--- config.mk ---
export PLATFORM = sky130hd
export DESIGN_NAME = combo_programmer
export DESIGN_NICKNAME = d
export VERILOG_FILES = /design/src/rtl/lock_pkg.sv /design/src/rtl/seg7_digit.sv /design/src/rtl/combo_programmer.sv
export SDC_FILE = /design/constraint.sdc
export NUM_CORES = 1
export LEC_CHECK = 0
export ABC_AREA = 1
export BUFFER_PORTS_ARGS = -buffer_cell sky130_fd_sc_hd__buf_2
export CAP_MARGIN = 20
export CORE_ASPECT_RATIO = 0.7
export CORE_UTILIZATION = 49
export DETAILED_ROUTE_END_ITERATION = 8
export PLACE_DENSITY_LB_ADDON = 0.12
export SYNTH_ARGS = -nofsm -noshare
export SYNTH_HDL_FRONTEND = slang
export SYNTH_SLANG_ARGS = --single-unit
--- constraint.sdc ---
create_clock -name clk -period 2.2 [get_ports clk]
set_clock_uncertainty 0.05 [all_clocks]
set_input_delay 0.44 -clock clk [delete_from_list [all_inputs] [get_ports clk]]
set_output_delay 0.44 -clock clk [all_outputs]
set_load 0.02 [all_outputs]
--- src/rtl/lock_pkg.sv ---
// Shared types and display constants for the combination lock (programmer and checker).
package lock_pkg;

  localparam int NUM_DIGITS = 6;

  typedef logic [4*NUM_DIGITS-1:0] code_t;

  typedef enum logic [2:0] {
    ST_IDLE    = 3'd0,
    ST_ENTER   = 3'd1,
    ST_CONFIRM = 3'd2,
    ST_DONE    = 3'd3,
    ST_ERR     = 3'd4
  } state_t;

  localparam logic [3:0] MAX_DIGIT = 4'd9;

  // Active-low 7-segment patterns, bit order {g,f,e,d,c,b,a}
  localparam logic [6:0] SEG_BLANK = 7'b1111111;
  localparam logic [6:0] SEG_S     = 7'b0010010;
  localparam logic [6:0] SEG_E     = 7'b0000110;
  localparam logic [6:0] SEG_T     = 7'b0000111;
  localparam logic [6:0] SEG_C     = 7'b1000110;
  localparam logic [6:0] SEG_D     = 7'b0100001;
  localparam logic [6:0] SEG_O_LC  = 7'b0100011;
  localparam logic [6:0] SEG_N     = 7'b0101011;
  localparam logic [6:0] SEG_R     = 7'b0101111;
  localparam logic [6:0] SEG_O_UC  = 7'b1000000;

endpackage

--- src/rtl/seg7_digit.sv ---
// Decimal digit to active-low 7-segment pattern; anything above 9 shows blank.
module seg7_digit
  import lock_pkg::*;
(
  input  logic [3:0] value,
  output logic [6:0] seg
);

  always_comb begin
    seg = SEG_BLANK;
    case (value)
      4'd0:    seg = 7'b1000000;
      4'd1:    seg = 7'b1111001;
      4'd2:    seg = 7'b0100100;
      4'd3:    seg = 7'b0110000;
      4'd4:    seg = 7'b0011001;
      4'd5:    seg = 7'b0010010;
      4'd6:    seg = 7'b0000010;
      4'd7:    seg = 7'b1111000;
      4'd8:    seg = 7'b0000000;
      4'd9:    seg = 7'b0010000;
      default: seg = SEG_BLANK;
    endcase
  end

endmodule

--- src/rtl/combo_programmer.sv ---
// Two-pass (enter, confirm) programming of the 6-digit lock combination with
// progress / done / error messages on the six HEX displays.
module combo_programmer
  import lock_pkg::*;
#(
  parameter code_t DEFAULT_CODE = 24'h511748
) (
  input  logic        clk,
  input  logic        rst_n,
  input  logic        start,
  input  logic        clear,
  input  logic        digit_valid,
  input  logic [3:0]  digit,
  output logic [23:0] code_out,
  output logic        code_update,
  output logic        busy,
  output logic [6:0]  hex0,
  output logic [6:0]  hex1,
  output logic [6:0]  hex2,
  output logic [6:0]  hex3,
  output logic [6:0]  hex4,
  output logic [6:0]  hex5
);

  localparam logic [2:0] LAST_IDX = 3'(NUM_DIGITS - 1);

  state_t      state_reg;
  logic [2:0]  idx_reg;
  logic        mismatch_reg;
  logic [3:0]  staged_reg [NUM_DIGITS];
  code_t       code_out_reg;
  logic        code_update_reg;

  code_t       staged_code;
  logic        digit_legal;
  logic        digit_neq;
  logic [6:0]  idx_seg;

  // Digit 1 (idx 0) lands in the most significant nibble
  generate
    for (genvar gi = 0; gi < NUM_DIGITS; gi++) begin : g_pack
      assign staged_code[4*(NUM_DIGITS-1-gi) +: 4] = staged_reg[gi];
    end
  endgenerate

  assign digit_legal = (digit <= MAX_DIGIT);
  assign digit_neq   = (digit != staged_reg[idx_reg]);

  always_ff @(posedge clk) begin
    code_update_reg <= 1'b0;
    if (!rst_n) begin
      state_reg    <= ST_IDLE;
      idx_reg      <= '0;
      mismatch_reg <= 1'b0;
      code_out_reg <= DEFAULT_CODE;
      for (int i = 0; i < NUM_DIGITS; i++) staged_reg[i] <= '0;
    end else if (start) begin
      state_reg    <= ST_ENTER;
      idx_reg      <= '0;
      mismatch_reg <= 1'b0;
      for (int i = 0; i < NUM_DIGITS; i++) staged_reg[i] <= '0;
    end else if (clear && (state_reg == ST_DONE || state_reg == ST_ERR)) begin
      state_reg <= ST_IDLE;
    end else if (digit_valid) begin
      case (state_reg)
        ST_ENTER: begin
          if (!digit_legal) begin
            state_reg <= ST_ERR;
          end else begin
            staged_reg[idx_reg] <= digit;
            if (idx_reg == LAST_IDX) begin
              state_reg <= ST_CONFIRM;
              idx_reg   <= '0;
            end else begin
              idx_reg <= idx_reg + 3'd1;
            end
          end
        end
        ST_CONFIRM: begin
          if (!digit_legal) begin
            state_reg <= ST_ERR;
          end else begin
            // Mismatches accumulate silently so the failing position stays hidden
            mismatch_reg <= mismatch_reg | digit_neq;
            if (idx_reg == LAST_IDX) begin
              if (mismatch_reg | digit_neq) begin
                state_reg <= ST_ERR;
              end else begin
                state_reg       <= ST_DONE;
                code_out_reg    <= staged_code;
                code_update_reg <= 1'b1;
              end
            end else begin
              idx_reg <= idx_reg + 3'd1;
            end
          end
        end
        default: ;
      endcase
    end
  end

  assign code_out    = code_out_reg;
  assign code_update = code_update_reg;
  assign busy        = (state_reg == ST_ENTER) || (state_reg == ST_CONFIRM);

  seg7_digit u_idx_seg (
    .value ({1'b0, idx_reg}),
    .seg   (idx_seg)
  );

  always_comb begin
    hex0 = SEG_BLANK;
    hex1 = SEG_BLANK;
    hex2 = SEG_BLANK;
    hex3 = SEG_BLANK;
    hex4 = SEG_BLANK;
    hex5 = SEG_BLANK;
    case (state_reg)
      ST_IDLE: begin
        hex5 = SEG_S;
        hex4 = SEG_E;
        hex3 = SEG_T;
      end
      ST_ENTER: begin
        hex5 = SEG_E;
        hex0 = idx_seg;
      end
      ST_CONFIRM: begin
        hex5 = SEG_C;
        hex0 = idx_seg;
      end
      ST_DONE: begin
        hex3 = SEG_D;
        hex2 = SEG_O_LC;
        hex1 = SEG_N;
        hex0 = SEG_E;
      end
      ST_ERR: begin
        hex4 = SEG_E;
        hex3 = SEG_R;
        hex2 = SEG_R;
        hex1 = SEG_O_UC;
        hex0 = SEG_R;
      end
      default: ;
    endcase
  end

endmodule

After elaboration in Yosys (flattened, before gate mapping)
Memory sizes are Yosys's and may differ from the RTL's. A register that Yosys moved wholly into a read port is not among the register bits. Cells that the tools add are included.

Memories kept: 2. Memory bits (writable): 24. ROM bits: 112. Register bits: 8.

Reduce and logical (&&, ||, !) cells: 24. Equality and inequality tests: 13. Add/subtract/negate cells: 1. $lt $le $gt $ge: 1. Bitwise operators: 15. Multiplexer cells: 45.

Memories: (name not given) (words 16, width 7, rd ports 1, clocked after memory_dff 1, wr ports 0, RTL line seg7_digit.sv:11) `case (value)`; staged_reg (words 6, width 4, rd ports 7, clocked after memory_dff 7, wr ports 6, RTL line combo_programmer.sv:30) `logic [3:0] staged_reg [NUM_DIGITS];`.

Operators with widths (number): $pmux W7 S3 (3); $mux W3 (12); $mux W4 (9); $pmux W7 S2 (2); $mux W1 (16); $pmux W3 S2 (2); $reduce_and A4 Y1 (3); $ne A5 B5 Y1 const B (2); $not A1 Y1 (8); $mux W7 (1); $or A1 B1 Y1 (7); $reduce_and A7 Y1 (1); $reduce_or A7 Y1 (1); $eq A3 B2 Y1 const B (2); $eq A3 B3 Y1 const B (2); $logic_not A1 Y1 (6); $ne A2 B2 Y1 const B (3); $ne A3 B3 Y1 const B (2); $reduce_and A6 Y1 (1); $reduce_or A2 Y1 (3); $le A4 B4 Y1 const B (1); $ne A4 B4 Y1 (1); $reduce_bool A4 Y1 (1); $reduce_or A4 Y1 (1); other kinds (8) (9).

Longest topological paths before layout
Depth in word-level cells: 10. Depth in mapped cells: 16.

Hierarchy
Synthesis repeated with hierarchy kept, for this count alone.

Cells, all modules: 465. Area total of the unflattened synthesis: 3575.9 um^2.

By module, submodules not included: combo_programmer (area each 3388.2 um^2, instances 1, cells each 430, seq. area each 1661.6 um^2); seg7_digit (area each 187.7 um^2, instances 1, cells each 35, seq. area each 0.0 um^2).

Worst setup path before layout
OpenSTA, ideal clock, no wires.

Kind: input to register. From: input digit[2]. To: register u_idx_seg.seg[3] (netlist name). Data arrival time: 2.071 ns. Stages: 11. Path buffers: 0. Slack: 0.005 ns. Required time: 2.075 ns. Cell sequence: clkinv_1 a21oi_1 inv_1 nand2_1 nor3_2 inv_2 o21ai_0 nor2_1 inv_1 ha_1 o21ai_0.

Longest elaborated chain between the ends: 5. Elaborated cells between the ends (all ways): 6. Classes of those cells: order compare: 1; eq/ne: 2; mux: 2; reduce/logical: 1.

RTL lines: from (decl) (RTL line combo_programmer.sv:13) `input logic [3:0] digit,`; $le A4 B4 Y1 * (RTL line combo_programmer.sv:46) `assign digit_legal = (digit <= MAX_DIGIT);`; $ne A2 B2 Y1 (no source line); $reduce_and A6 Y1 (no source line) *; $mux W4 (no source line) * (2 in series).

Mark *: on every way between the ends. The rest lies on a longest branch, timed or not. A chain may end at the register's enable or synchronous reset.

Worst setup path in the final report
From: register state_reg[1]. To: output hex0[1].

Longest elaborated chain between the ends: 3. Elaborated cells between the ends (all ways): 6. Classes of those cells: eq/ne: 4; mux: 1; reduce/logical: 1.

RTL lines: from (decl) (RTL line combo_programmer.sv:27) `state_t state_reg;`; from (signal assigned) (RTL line combo_programmer.sv:52) `state_reg <= ST_IDLE;`; from (signal assigned) (RTL line combo_programmer.sv:58) `state_reg <= ST_ENTER;`; from (signal assigned) (RTL line combo_programmer.sv:63) `state_reg <= ST_IDLE;`; $eq A3 B1 Y1 or $eq A3 B2 Y1 (tied branches) (RTL line combo_programmer.sv:119) `case (state_reg)`; $reduce_or A2 Y1 (no source line); $pmux W7 S3 * (RTL line combo_programmer.sv:119); to (decl) (RTL line combo_programmer.sv:17) `output logic [6:0] hex0,`.

Marks and branches as above.

==> summary.md <==
| Metric | Value |
|---|---|
| Effective utilization at floorplan | `50.80%` |
| Fraction of layout instances using a drive strength above 1 | `26.70%` |
| Clock tree from TritonCTS | `built` |
| Core utilization of the finished layout | `61.30%` |
| Drt first-iter violations | `146` |
| First-pass GRT wire length | `13.21 mm` |
| Count of yosys warnings during synthesis | `0` |
| Floorplan Core Area | `7320 um2` |
| Number of buffers inserted for hold repair after clock tree synthesis | `0` |
| Reported leakage power | `2.278 nW` |
| Number of enable flip-flop cells after synthesis | `32` |
| Chip Height | `74.89 um` |
| Max reg flops | `32` |
| Grt ovf | `0` |
| Dpl hpwl | `6.290 mm` |
| Pin count of the biggest net entering global routing | `21` |
| Family with the most delay on the worst path | `simple AND/OR/NAND/NOR gates` |
| Sequential fraction of the synthesis area | `48.45%` |
| Data arrival, critical path | `1.64 ns` |
| Clock-pin slew on the worst setup and hold paths | `0.08 ns` |
| Most instantiated library cell after synthesis | `nand2_1` |
| Total via count in the routed design | `3,225` |
| Met3 routed wirelength | `529 um` |
| Worst Hold Slack | `0.2597 ns` |
| Number of input and output port buffers inserted | `69` |
| Dominant synthesized flop cell | `dfxtp_1` |
| Total routed wirelength | `8.366 mm` |
| Wire length the detailed router placed on met1 | `4.271 mm` |
| Overall routing resource usage | `22.29%` |
| Worst vdd ir | `0.0004009 V` |
| DR top layer | `met4` |
| Cell types with the highest counts after synthesis | `nand2_1, nor2_1, inv_1, dfxtp_1, nand3_1` |
| Power per cell area | `624.2 nW/um2` |
| Layout Nets | `584` |
| CP endpoint kind | `primary output` |
| Number of violations of the max-capacitance limit | `0` |
| Fin crit period | `2.129 ns` |
| Filler Cell Count | `697` |
| Placement-stage worst setup slack | `0.04014 ns` |
| Required time of the critical path | `1.71 ns` |
| Average vias per placed instance | `4.806` |
| Final GP Congestion | `0.9190` |
| Vias in the first global route | `2,698` |
| Final period util | `96.79%` |
| Worst path slowest cell | `dfxtp_2` |
| Reg-to-reg critical path startpoint | `state_reg[2]` |
| Hold/Removal Path Class | `input pin to flop` |
| Inserted Clock Buffers | `9` |
| Hold path startpoint | `digit[2]` |
| Cell Area, Synth | `3719 um2` |
| Final antenna-violating net count | `0` |
| Number of failing setup endpoints in the final timing report | `0` |
| Syn_area_per_cell | `7.667 um2` |
| DR DRC count | `0` |
| Root buf cell | `clkbuf_8` |
| Maximum clock insertion buffer count | `2` |
| Layout overhead on the synthesized area | `20.66%` |
| Largest area contributor in the netlist | `edfxtp_1` |
| CTS sink cnt | `74` |
| Worst setup path start | `state_reg[1]` |
| Top achievable clock speed | `469.6 MHz` |
| Proportion of netlist area held by the largest area contributor | `25.84%` |
| Cell variety after synth | `29` |
| Router iterations before antenna repair | `5` |
| Share of flip-flops with an asynchronous set or reset after synthesis | `0%` |
| Start-to-end type of the worst setup path | `flop to primary output` |
| Max incr delay on CP | `0.43 ns` |
| Level count of the clock H-tree | `3` |
| Sum of buffers and inverters on the critical path | `3` |
| Final-report hold violation count | `0` |
| Crit path setup slack, layout | `0.07072 ns` |
| Gate Count Post-Synth | `485` |
| Routed wire length on met2 | `3.483 mm` |
| Ranking of synthesized cells by area | `edfxtp_1, dfxtp_1, nand2_1` |
| Startpoint type of the worst setup path | `flop` |
| Number of max-slew violations in the final report | `0` |
| Antenna diode count | `0` |
| Routed wire length per instance | `12.47 um` |
| Result of the run | `finished clean` |
| Boundary Pins | `77` |
| Flip-flop and latch count after synthesis | `74` |
| Top fanout value on the critical path | `6` |
| Full die area | `7947 um2` |
| Critical path cell sequence | `nand3_4 -> nand2_4 -> inv_1 -> buf_4 -> or2_2 -> buf_2` |
| Number of antenna violations at the first check in global routing | `0` |
| Total number of placement rows | `26` |
| Die Span X | `106.1 um` |
| Insertion delay of the later-clocked pin in the worst-skew pair | `0.35 ns` |
## metrics by stage
step	instance area (um2)	std cells	total power, mW	setup TNS (ns)
floorplan	3741	491	1.705	0
global placement	4217	653	1.786	0
detailed placement	4217	653	1.789	0
CTS	4442	671	2.805	0
global route	4487	671	2.914	-0.1410
finish	4487	671	2.801	0
## kinds of logic after synthesis
group	Yosys count	synth area share, %
AND/OR/NAND/NOR	285	33.21
other	1	0.1008
flip-flops	74	48.45
XOR/XNOR	1	0.2356
adder cells (fa/ha/maj)	7	2.355
AO/OA/AOI/OAI	16	2.355
buffers and inverters	101	13.29
## power breakdown
group          switching (mW)  internal, mW
Combinational           0.201        0.0940
Sequential             0.0202          1.45
Clock                   0.508         0.523
Total                   0.729          2.07
## layout make-up
type | count | area, um2 | share of cell area (%)
Sequential cell | 74 | 1809 | 40.32
Clock inverter | 5 | 56.30 | 1.255
Clock buffer | 11 | 131.4 | 2.928
Tap cell | 98 | 122.6 | 2.733
Inverter | 65 | 246.5 | 5.494
Timing Repair Buffer | 102 | 621.8 | 13.86
Multi-Input combinational cell | 316 | 1499 | 33.41
## worst reg2reg max path: stages, from the launching register on
cell and delay [ns]:
dfxtp_2 0.37, inv_4 0.06, buf_4 0.16, nand3_2 0.11, nand2_2 0.08, nand2_2 0.07, nand2_2 0.05, nor2_1 0.10
inv_1 0.08, nor3_2 0.16, nand2_1 0.11, nor3_1 0.17, buf_4 0.18
## worst paths after layout
check                                   endpoint  slack (ns)  cells past startpoint
worst max-delay path                     hex0[1]        0.07                      6
worst min-delay path            staged_reg[7][2]        0.26                      1
worst max register to register  staged_reg[6][1]        0.18                     12
worst min register to register       code_out[3]        0.42                      2
## cell usage in the layout, fill, tap and decap left out, drive strengths merged
cell type / n
nand2: 148
buf: 102
nor2: 76
inv: 63
dfxtp: 42
nand3: 39
edfxtp: 32
nand4: 13
clkbuf: 11
o21ai: 8
ha: 7
conb: 7
a21oi: 6
nor3: 6
clkinv: 5
or2: 3
xor2: 1
o21a: 1
a31oi: 1
bufinv: 1
clkinvlp: 1
## layer usage
metal	up-vias	GRT usage, %
li1	1649	-
met1	1475	32.78
met2	92	31.96
met3	9	5.974
met4	0	7.099
met5	-	0
## timing repair
item	in CTS	in global routing
pin swaps	1	2
resized for setup	6	17
buffers inserted	2	0
setup endpoints to repair	4	68
No activity file was read; power rests on OpenSTA's default activity.
